$ cat src/rtl/drive_arbiter.sv
// Round-robin owner arbiter for a shared wired net, with IDLE/GRANT/TURN sequencing and a dead turnaround gap.
// Latency: grant registered one edge after selection; release drops gnt the edge after req low or done.
// Backpressure: non-owners wait while held, no queueing. Define DRIVE_ARB_TIMEOUT_EN to force release after HOLD_MAX grant cycles.
module drive_arbiter #(
    parameter int N_REQ    = 4,
    parameter int HOLD_MAX = 8,
    parameter int TURN_CYC = 1
) (
    input  logic                     clk,
    input  logic                     rst_n,
    input  logic [N_REQ-1:0]         req,
    input  logic [N_REQ-1:0]         done,
    output logic [N_REQ-1:0]         gnt,
    output logic                     drive_en,
    output logic [$clog2(N_REQ)-1:0] owner,
    output logic                     bus_idle,
    output logic                     timeout_pulse
);

    localparam int IW = $clog2(N_REQ);

    if (N_REQ < 2 || N_REQ > 8 || HOLD_MAX < 1 || HOLD_MAX > 255 ||
        TURN_CYC < 1 || TURN_CYC > 3) begin : g_bad_param
        $error("drive_arbiter: parameter out of legal range");
    end

    typedef enum logic [1:0] {
        IDLE  = 2'd0,
        GRANT = 2'd1,
        TURN  = 2'd2
    } state_t;

    state_t           state, state_nxt;
    logic [N_REQ-1:0] gnt_nxt;
    logic [IW-1:0]    owner_nxt;
    logic [IW-1:0]    rr_ptr, rr_nxt;
    logic [1:0]       turn_cnt, turn_nxt;
    logic             grant_start;
    logic             release_go;
    logic             hold_expired;

    logic [IW-1:0]    pick;
    logic             pick_found;
    logic [IW:0]      scan_sum;
    logic [IW-1:0]    scan_idx;

    // First requester at or above rr_ptr, wrapping modulo N_REQ.
    always_comb begin
        pick       = '0;
        pick_found = 1'b0;
        scan_sum   = '0;
        scan_idx   = '0;
        for (int i = 0; i < N_REQ; i++) begin
            scan_sum = {1'b0, rr_ptr} + (IW+1)'(i);
            if (scan_sum >= (IW+1)'(N_REQ)) begin
                scan_sum = scan_sum - (IW+1)'(N_REQ);
            end
            scan_idx = scan_sum[IW-1:0];
            if (!pick_found && req[scan_idx]) begin
                pick_found = 1'b1;
                pick       = scan_idx;
            end
        end
    end

    always_comb begin
        state_nxt   = state;
        gnt_nxt     = gnt;
        owner_nxt   = owner;
        rr_nxt      = rr_ptr;
        turn_nxt    = turn_cnt;
        grant_start = 1'b0;
        release_go  = 1'b0;
        case (state)
            IDLE: begin
                if (pick_found) grant_start = 1'b1;
            end
            GRANT: begin
                if (!req[owner] || done[owner] || hold_expired) release_go = 1'b1;
            end
            TURN: begin
                if (turn_cnt == 2'(TURN_CYC - 1)) begin
                    if (pick_found) grant_start = 1'b1;
                    else            state_nxt   = IDLE;
                end else begin
                    turn_nxt = turn_cnt + 2'd1;
                end
            end
            default: state_nxt = IDLE;
        endcase
        if (grant_start) begin
            state_nxt       = GRANT;
            gnt_nxt         = '0;
            gnt_nxt[pick]   = 1'b1;
            owner_nxt       = pick;
        end
        if (release_go) begin
            state_nxt = TURN;
            gnt_nxt   = '0;
            turn_nxt  = '0;
            rr_nxt    = (owner == IW'(N_REQ - 1)) ? '0 : owner + IW'(1);
        end
    end

    always_ff @(posedge clk or negedge rst_n) begin
        if (!rst_n) begin
            state    <= IDLE;
            gnt      <= '0;
            drive_en <= 1'b0;
            owner    <= '0;
            rr_ptr   <= '0;
            turn_cnt <= '0;
        end else begin
            state    <= state_nxt;
            gnt      <= gnt_nxt;
            drive_en <= |gnt_nxt;
            owner    <= owner_nxt;
            rr_ptr   <= rr_nxt;
            turn_cnt <= turn_nxt;
        end
    end

    assign bus_idle = (state == IDLE);

`ifdef DRIVE_ARB_TIMEOUT_EN
    logic [7:0] hold_cnt;

    // hold_cnt holds the 1-based index of the current grant cycle.
    assign hold_expired = (state == GRANT) && (hold_cnt == 8'(HOLD_MAX));

    always_ff @(posedge clk or negedge rst_n) begin
        if (!rst_n) begin
            hold_cnt      <= '0;
            timeout_pulse <= 1'b0;
        end else begin
            timeout_pulse <= release_go && hold_expired && req[owner] && !done[owner];
            if (grant_start)          hold_cnt <= 8'd1;
            else if (release_go)      hold_cnt <= '0;
            else if (state == GRANT)  hold_cnt <= hold_cnt + 8'd1;
        end
    end
`else
    assign hold_expired  = 1'b0;
    assign timeout_pulse = 1'b0;
`endif

endmodule

$ cat config.mk
export PLATFORM = sky130hd
export DESIGN_NAME = drive_arbiter
export DESIGN_NICKNAME = d
export VERILOG_FILES = /design/src/rtl/drive_arbiter.sv
export SDC_FILE = /design/constraint.sdc
export NUM_CORES = 1
export LEC_CHECK = 0
export ABC_AREA = 1
export BUFFER_PORTS_ARGS = -buffer_cell sky130_fd_sc_hd__buf_2
export CORE_UTILIZATION = 57
export CTS_BUF_LIST = sky130_fd_sc_hd__clkbuf_16
export DETAILED_ROUTE_END_ITERATION = 6
export MAX_ROUTING_LAYER = met4
export PLACE_DENSITY = 0.83
export SKIP_CTS_REPAIR_TIMING = 1
export SLEW_MARGIN = 10
export SYNTH_ARGS = -nofsm -noshare
export SYNTH_HDL_FRONTEND = slang
export SYNTH_SLANG_ARGS = --single-unit
$ cat constraint.sdc
create_clock -name clk -period 3.16 [get_ports clk]
set_clock_uncertainty 0.05 [all_clocks]
set_input_delay 0.316 -clock clk [delete_from_list [all_inputs] [get_ports clk]]
set_output_delay 0.316 -clock clk [all_outputs]
set_load 0.05 [all_outputs]
==> flow_summary.toml, run 1 <==
[outcome]
outcome = "finished clean"

[sta]
hold_viol = 0
fmax_mhz = 519
tns_ns = 0
rsz0062_at_grt = "false"
period_share = 0.609
timing.hold.ws_ns = 0.430
setup_viol = 0
maxSlewViolCount = 0
fin_crit_ns = 1.93

[clock_tree]
cts_max_level = 1
clock-sinks = 13
cts_tree = "yes"
path_clk_slew_ns = 0.05
clock_latency_ns = 0.24
ctsLongestPathBuffers = 2
cts_root_buf = "clkbuf_16"
cts_buffers = 3

[floorplan]
io_pins = 19
start_util = 0.613
core_um2 = 1520
die-area_um2 = 1810
die_h_um = 42.5
die_x_um = 42.5
num_rows = 14

[drt]
vias = 892
vias_per_cell = 5.31
wl_per_cell_um = 11.8
ant_nets = 0
drc = 0
drtIter0Drc = 38
drt_wl_total_um = 1990
drt_first_pass_iters = 4

[logic_synthesis]
ys_seq_area_frac = 0.348
ys_top_cells_by_area = "dfrtp_1 35%, nand2_1 16%, nand2_2 8.7%, inv_1 6.4%, nand3_1 5.4%"
synth_top_area_cell = "dfrtp_1"
synth_adder_area_share = 0.0268
synth-simple-area-share = 0.438
ys_types = 23
synth-edff-count = 0
synth_top_family_by_area = "simple AND/OR/NAND/NOR gates"
synth_common_cells = "41 x nand2_1, 16 x inv_1, 13 x dfrtp_1, 13 x nand2_2, 10 x nand3_1"
synthCells = 132
synth_seq_cells = 13
syn_area_per_cell_um2 = 7.08
synth-async-reset-ratio = 1.00
synthMuxAreaShare = 0
ys.flop_type = "dfrtp_1"
synth_xor_area_frac = 0
yosysWarnings = 0
synth_area_um2 = 935
synth_top_area_frac = 0.348
syn_nets = 144
synth_compound_gate_area_share = 0.0910
yosysMostFrequentCell = "nand2_1"

[placement]
dp_hpwl_um = 1460
place_congestion = 0.985
port_buffers = 17
placed_area_um2 = 1020

[layout]
fillers = 115
fin_area_um2 = 1110
layout-drive-gt1-share = 0.283
fin_nets = 165
antenna_cells = 0
area_delta_synth_final_pct = 18.7

[worst_setup_path]
worstPathRequired_ns = 3.24
arrival_ns = 2.00
critical_path_class = "reg -> reg"
end_kind = "flip-flop"
startpoint_type = "flip-flop"
critPathMaxFanout = 11

[global_route]
grt.total_usage = 0.277
grt_max_degree = 14
antenna_found_initial = 0
grt_pass1_wl_um = 3610
grt_overflow_total = 0
first_global_vias = 834

[power]
share_comb_of_total_power = 0.615
seqPwrFrac = 0.220
p_clk_frac = 0.164
p_sw_mw = 0.743
power.share.switching = 0.521
power_mw = 1.43
peakVddDrop_v = 0.000853
power.density_nw_per_um2 = 1290
intPower_mw = 0.684
leakagePower_nw = 0.638

[worst_hold_path]
min_path_type = "in -> async"

[run]
cap_violations = 0
path summary, 6_finish.rpt:
| path | from | end | slack, ns | cells after the start |
|---|---|---|---|---|
| max | rr_ptr[0]$_DFFE_PN0P_ | drive_en$_DFF_PN0_ | 1.23 | 12 |
| min | rst_n | state[0]$_DFFE_PN0P_ | 0.43 | 2 |
| max reg2reg | rr_ptr[0]$_DFFE_PN0P_ | drive_en$_DFF_PN0_ | 1.23 | 12 |
| min reg2reg | gnt[2]$_DFF_PN0_ | gnt[2]$_DFF_PN0_ | 0.45 | 2 |
| max in group asynchronous | rst_n | gnt[1]$_DFF_PN0_ | 2.41 | 2 |
| min in group clk | gnt[2]$_DFF_PN0_ | gnt[2]$_DFF_PN0_ | 0.45 | 2 |
cell type report:
class	instances	area (um2)	share of cell area
inverters	18	67.6	0.0609
clock buffers	3	75.1	0.0676
well taps	16	20.0	0.0180
clock inverters	1	3.75	0.00338
multi-input cells	99	523	0.471
repair buffers	18	95.1	0.0857
flip-flops and latches	13	325	0.293
worst max-delay path, cell delays in order (launching register included):
cell and delay [ns]:
dfrtp_1 0.50, inv_2 0.20, nand2_1 0.09, nand3_1 0.13, nand2_2 0.10, nor2_4 0.15, nand3_2 0.12, nand2_4 0.10
nor2_1 0.06, nand2_1 0.08, nand2_2 0.06, nor2_1 0.11, nand2_1 0.06
layout by cell type, fill, tap and decap left out, types with 2 or more instances in the layout:
cell	instances
inv_1	17
nand3_1	10
inv_2	2
buf_2	17
dfrtp_1	13
nand2_4	3
nand3_2	3
ha_1	2
clkbuf_16	3
nor2_1	7
nand2_2	13
a21oi_1	4
o21ai_0	7
nand2_1	41
per-stage QoR:
stage,cells,worst slack [ns],util
2_1_floorplan,132,1.44,-
3_3_place_gp,163,1.29,0.670
3_5_place_dp,163,1.25,0.670
4_1_cts,167,1.24,0.722
5_1_grt,168,1.00,0.728
6_report,168,1.23,0.728
routing by layer:
layer | vias to the layer above | part of all wire | global-route usage
met5 | - | 0 | -
met4 | 0 | 0.0040 | 0.0750
met3 | 2 | 0.083 | 0.0819
met2 | 38 | 0.48 | 0.434
met1 | 397 | 0.43 | 0.351
li1 | 455 | - | -
sequential cells by signal, indices dropped and copies added (netlist names):
signal and cells:
owner 2, turn_cnt 2, rr_ptr 2, drive_en 1, gnt 4, state 2
cell families after synthesis:
logic type,count (synthesis)
AOI/OAI and AO/OA,15
adders and majority gates,2
buffers and inverters,20
DFF,13
other,1
and+or+nand+nor,81
power groups by stage:
| stage | clock [mW] | sequential [mW] | combinational (mW) |
|---|---|---|---|
| 2_1_floorplan | 0 | 0.409 | 0.618 |
| 3_3_place_gp | 0 | 0.311 | 0.852 |
| 3_5_place_dp | 0 | 0.313 | 0.865 |
| 4_1_cts | 0.239 | 0.313 | 0.880 |
| 5_1_grt | 0.247 | 0.324 | 0.989 |
| 6_report | 0.235 | 0.314 | 0.878 |
(Power assumes the default switching activity.)
==> inputs of run 2 (changes only) <==
CORE_UTILIZATION = 48   (was 57)
PLACE_DENSITY = 0.75   (was 0.83)
clock period = 1.7 ns   (was 3.16 ns; I/O delays follow)
==> run 2 against run 1 <==
  * Register-to-register slack lost 1.3 ns
  * Total power increased by 110%
  * Critical path depth increased by 1
  * Worst setup slack worse by 1.3 ns
  * Non-clock buffer count rose by 6
  * Via count is 5.3% higher
  * Sequential power up 83%
  * The run now ends with negative setup slack left
  * Maximum frequency rose by 8.7%
==> flow_summary.toml, run 2 (synthesis gave the netlist of run 1 again) <==
[layout]
fillers = 144
seq_area_um2 = 329
largest_register = "gnt"
largest_register_ffs = 4
antenna_cells = 0
utilization = 0.696
fin_nets = 171
layout_common_cells = "36 x nand2_1, 17 x buf_2, 16 x inv_1"
layout-drive-gt1-share = 0.399
multi_input_area_um2 = 584
area_delta_synth_final_pct = 32.8
layout.cells.most_common = "nand2_1"

[floorplan]
core_um2 = 1780
die_h_um = 46.1
start_util = 0.524
die_x_um = 46.1
num_rows = 15
die-area_um2 = 2130
io_pins = 19

[drt]
drc = 0
vias = 939
drt_first_pass_iters = 4
vias_per_cell = 5.13
wl_per_cell_um = 12.2
drt_wl_total_um = 2240
drtIter0Drc = 17
ant_nets = 0

[sta]
fmax_mhz = 564
period_share = 1.04
fin_crit_ns = 1.77
tns_ns = -0.105
worst_slack_ns = -0.0715
setup_viol = 2
maxSlewViolCount = 0
hold_viol = 0
timing.hold.ws_ns = 0.298
rsz0062_at_grt = "true"

[outcome]
violations = "negative setup slack"
outcome = "finished, violations left"

[worst_setup_path]
path_buf_inv = 2
cp_top_family = "simple AND/OR/NAND/NOR gates"
worstPathRequired_ns = 1.78
critPathMaxFanout = 5
critical_path_class = "reg -> reg"
slowest_stage = "dfrtp_2"
cp_slowest_stage_delay_ns = 0.43
arrival_ns = 1.85
startpoint_type = "flip-flop"
end_kind = "flip-flop"
path_cells = "buf_6 > nand2_4 > nand2_4 > nand2_4 > nand2_4 > nor2_4 > nand4_1 > nand2_2 > inv_2 > nand2_2 > nand2_2 > nor2_2 > nand2_1"
cpMostUsedCell = "nand2_4"

[placement]
place_congestion = 0.904
dp_hpwl_um = 1640
port_buffers = 17

[clock_tree]
ctsLongestPathBuffers = 2
clock_latency_ns = 0.24
cts_buffers = 3
cts_root_buf = "clkbuf_16"
path_clk_slew_ns = 0.04
cts_max_level = 1
clock-sinks = 13
cts_tree = "yes"

[power]
power_mw = 2.97
peakVddDrop_v = 0.00125
leakagePower_nw = 0.697
power.density_nw_per_um2 = 2390

[global_route]
grt_max_degree = 14
antenna_found_initial = 0
grt_overflow_total = 0
grt.total_usage = 0.225
first_global_vias = 767
grt_pass1_wl_um = 3150

[run]
cap_violations = 0

[worst_hold_path]
min_path_type = "in -> async"
## run 2: worst paths after layout
check,slack (ns),from,cells after the start,end
min reg2reg,0.46,gnt[3]$_DFF_PN0_,2,gnt[3]$_DFF_PN0_
max in group asynchronous,1.05,rst_n,2,rr_ptr[0]$_DFFE_PN0P_
min,0.30,rst_n,2,gnt[2]$_DFF_PN0_
max reg2reg,-0.07,rr_ptr[0]$_DFFE_PN0P_,13,drive_en$_DFF_PN0_
min in group clk,0.46,gnt[3]$_DFF_PN0_,2,gnt[3]$_DFF_PN0_
max,-0.07,rr_ptr[0]$_DFFE_PN0P_,13,drive_en$_DFF_PN0_
## run 2: worst reg2reg max path, cell delays in order, from the launching register on
cell	delay [ns]
dfrtp_2	0.43
buf_6	0.15
nand2_4	0.06
nand2_4	0.06
nand2_4	0.08
nand2_4	0.05
nor2_4	0.14
nand4_1	0.16
nand2_2	0.13
inv_2	0.04
nand2_2	0.06
nand2_2	0.06
nor2_2	0.11
nand2_1	0.07
## run 2: where the power goes
part / total [mW] / internal [mW] / switching, mW
Sequential: 0.574 / 0.460 / 0.115
Clock: 0.442 / 0.310 / 0.132
Combinational: 1.96 / 0.659 / 1.30
## run 2: per-layer routing
layer	global-route usage	up-vias	part of all wire	routed length, um
met5	-	-	0	0
met4	0.106	0	0.016	35
met3	0.0471	5	0.033	74
met2	0.377	17	0.50	1130
met1	0.252	448	0.45	1000
li1	-	469	-	-
## run 2: final cells by class
class,instances,area share
clock inverter,1,0.00302
inverter,18,0.0565
timing repair buffer,24,0.119
sequential,13,0.265
clock buffer,3,0.0605
tap,25,0.0252
multi-input combinational,99,0.471
## run 2: through the flow
step | cell area [um2] | std cells | worst slack, ns
2_1_floorplan | 936 | 132 | 0.118
6_report | 1240 | 183 | -0.0715
3_5_place_dp | 1060 | 175 | -0.0687
5_1_grt | 1240 | 183 | -0.165
4_1_cts | 1130 | 179 | -0.0872
3_3_place_gp | 1060 | 175 | -0.00275
==> inputs of run 3 (changes only) <==
CORE_ASPECT_RATIO = 1.1   (was default)
CORE_MARGIN = 3   (was default)
==> run 3 against run 2 <==
  * The run still ends with negative setup slack left
  * Design area up 5.5%
  * Maximum frequency down 2.3%
  * Clock-buffer cell count unchanged
  * Sequential power up 2%
  * Register-to-register slack worse by 0.04 ns
  * Core utilization up 3.1 points
  * Routed wire length up 7.7%
==> flow_summary.toml, run 3 (synthesis gave the netlist of run 1 again) <==
[outcome]
outcome = "finished, violations left"
violations = "negative setup slack"

[worst_setup_path]
critPathMaxFanout = 6
worstPathRequired_ns = 1.83
startpoint_type = "flip-flop"
arrival_ns = 1.95
path_buf_inv = 2
slowest_stage = "dfrtp_2"
cpMostUsedCell = "nand2_2"
critical_path_class = "reg -> reg"
cp_top_family = "simple AND/OR/NAND/NOR gates"
cp_slowest_stage_delay_ns = 0.46
path_cells = "buf_6 > nand2_2 > nand2_2 > buf_4 > nand2_2 > nand2_2 > nand2_2 > nand2_1 > nand2_2 > nand2_1 > nor2_2 > nand3_2 > nand2_2 > nor2_1 > nand2_1"
end_kind = "flip-flop"
cp.depth = 15
rr_worst_depth = 15

[drt]
vias = 972
wl_per_cell_um = 13.0
drt_first_pass_iters = 4
ant_nets = 0
drc = 0
vias_per_cell = 5.23
drtIter0Drc = 24
drt_wl_total_um = 2410

[placement]
dp_hpwl_um = 1640
port_buffers = 17
place_congestion = 0.830
pre_cts_ws_ns = -0.112

[sta]
setup_viol = 4
hold_viol = 0
timing.hold.ws_ns = 0.297
tns_ns = -0.175
worst_slack_ns = -0.112
period_share = 1.07
fmax_mhz = 552
rsz0062_at_grt = "true"
fin_crit_ns = 1.81
maxSlewViolCount = 0

[worst_hold_path]
min_path_type = "in -> async"

[layout]
multi_input_area_um2 = 582
largest_register_ffs = 4
antenna_cells = 0
seq_area_um2 = 329
fillers = 135
layout.cells.most_common = "nand2_1"
fin_nets = 181
layout-drive-gt1-share = 0.482
area_delta_synth_final_pct = 40.2
layout_common_cells = "32 x nand2_1, 21 x nand2_2, 17 x buf_2"
largest_register = "gnt"

[global_route]
antenna_found_initial = 0
grt_pass1_wl_um = 3460
first_global_vias = 854
grt_max_degree = 14
grt_overflow_total = 0
grt.total_usage = 0.203

[run]
cap_violations = 0

[floorplan]
io_pins = 19
die_h_um = 52.3
num_rows = 16
start_util = 0.519
core_um2 = 1800
die_x_um = 48.1
die-area_um2 = 2510

[power]
peakVddDrop_v = 0.00153
power.density_nw_per_um2 = 2420
leakagePower_nw = 0.730

[clock_tree]
ctsLongestPathBuffers = 2
path_clk_slew_ns = 0.05
clock_latency_ns = 0.24
clock-sinks = 13
cts_root_buf = "clkbuf_16"
cts_buffers = 3
cts_tree = "yes"
cts_max_level = 1
[run 3: cell types whose count changed in the layout (fill, tap and decap cells not counted), moves of 2 or more]
cell     previous run  this run
buf_4               4        13
inv_1              16        14
nand2_1            36        32
nand2_2            12        21
nand2_4             9         4
nand3_1             8         5
nand3_2             5         8
[run 3: metrics by stage]
step	instances	power, mW	util	cell area [um2]
2_1_floorplan	132	1.91	-	936
3_3_place_gp	176	2.34	0.615	1110
6_report	186	3.17	0.727	1310
3_5_place_dp	176	2.39	0.615	1110
5_1_grt	186	3.41	0.727	1310
4_1_cts	180	2.86	0.659	1190
[run 3: path summary, 6_finish.rpt]
kind	start	to	slack, ns
worst min-delay path	rst_n	gnt[1]$_DFF_PN0_	0.30
worst max register to register	rr_ptr[0]$_DFFE_PN0P_	drive_en$_DFF_PN0_	-0.11
worst max-delay path	rr_ptr[0]$_DFFE_PN0P_	drive_en$_DFF_PN0_	-0.11
max in group asynchronous	rst_n	rr_ptr[0]$_DFFE_PN0P_	1.06
worst min register to register	gnt[0]$_DFF_PN0_	gnt[0]$_DFF_PN0_	0.45
min in group clk	gnt[0]$_DFF_PN0_	gnt[0]$_DFF_PN0_	0.45
[run 3: layout make-up]
cell class                 count  share of cell area
multi-input combinational     99               0.444
sequential                    13               0.251
timing repair buffer          34               0.173
clock buffer                   3              0.0573
inverter                      18              0.0535
tap                           18              0.0172
clock inverter                 1             0.00382
[run 3: routing by layer]
| metal | vias to the layer above | GRT usage | part of all wire |
|---|---|---|---|
| met5 | - | - | 0 |
| met4 | 0 | 0.0942 | 0.028 |
| met3 | 7 | 0.0412 | 0.052 |
| met2 | 33 | 0.315 | 0.50 |
| met1 | 445 | 0.247 | 0.42 |
| li1 | 487 | - | - |
[run 3: where the power goes]
part	leakage, nW	internal (mW)	switching (mW)
logic	0.530	0.805	1.33
clock network	0.0409	0.313	0.134
registers	0.158	0.460	0.127
total	0.730	1.58	1.60
[run 3: worst register-to-register path: stages (launching register included)]
cell     delay, ns
dfrtp_2       0.46
buf_6         0.15
nand2_2       0.06
nand2_2       0.08
buf_4         0.14
nand2_2       0.05
nand2_2       0.05
nand2_2       0.06
nand2_1       0.06
nand2_2       0.07
nand2_1       0.08
nor2_2        0.17
nand3_2       0.10
nand2_2       0.08
nor2_1        0.04
nand2_1       0.04
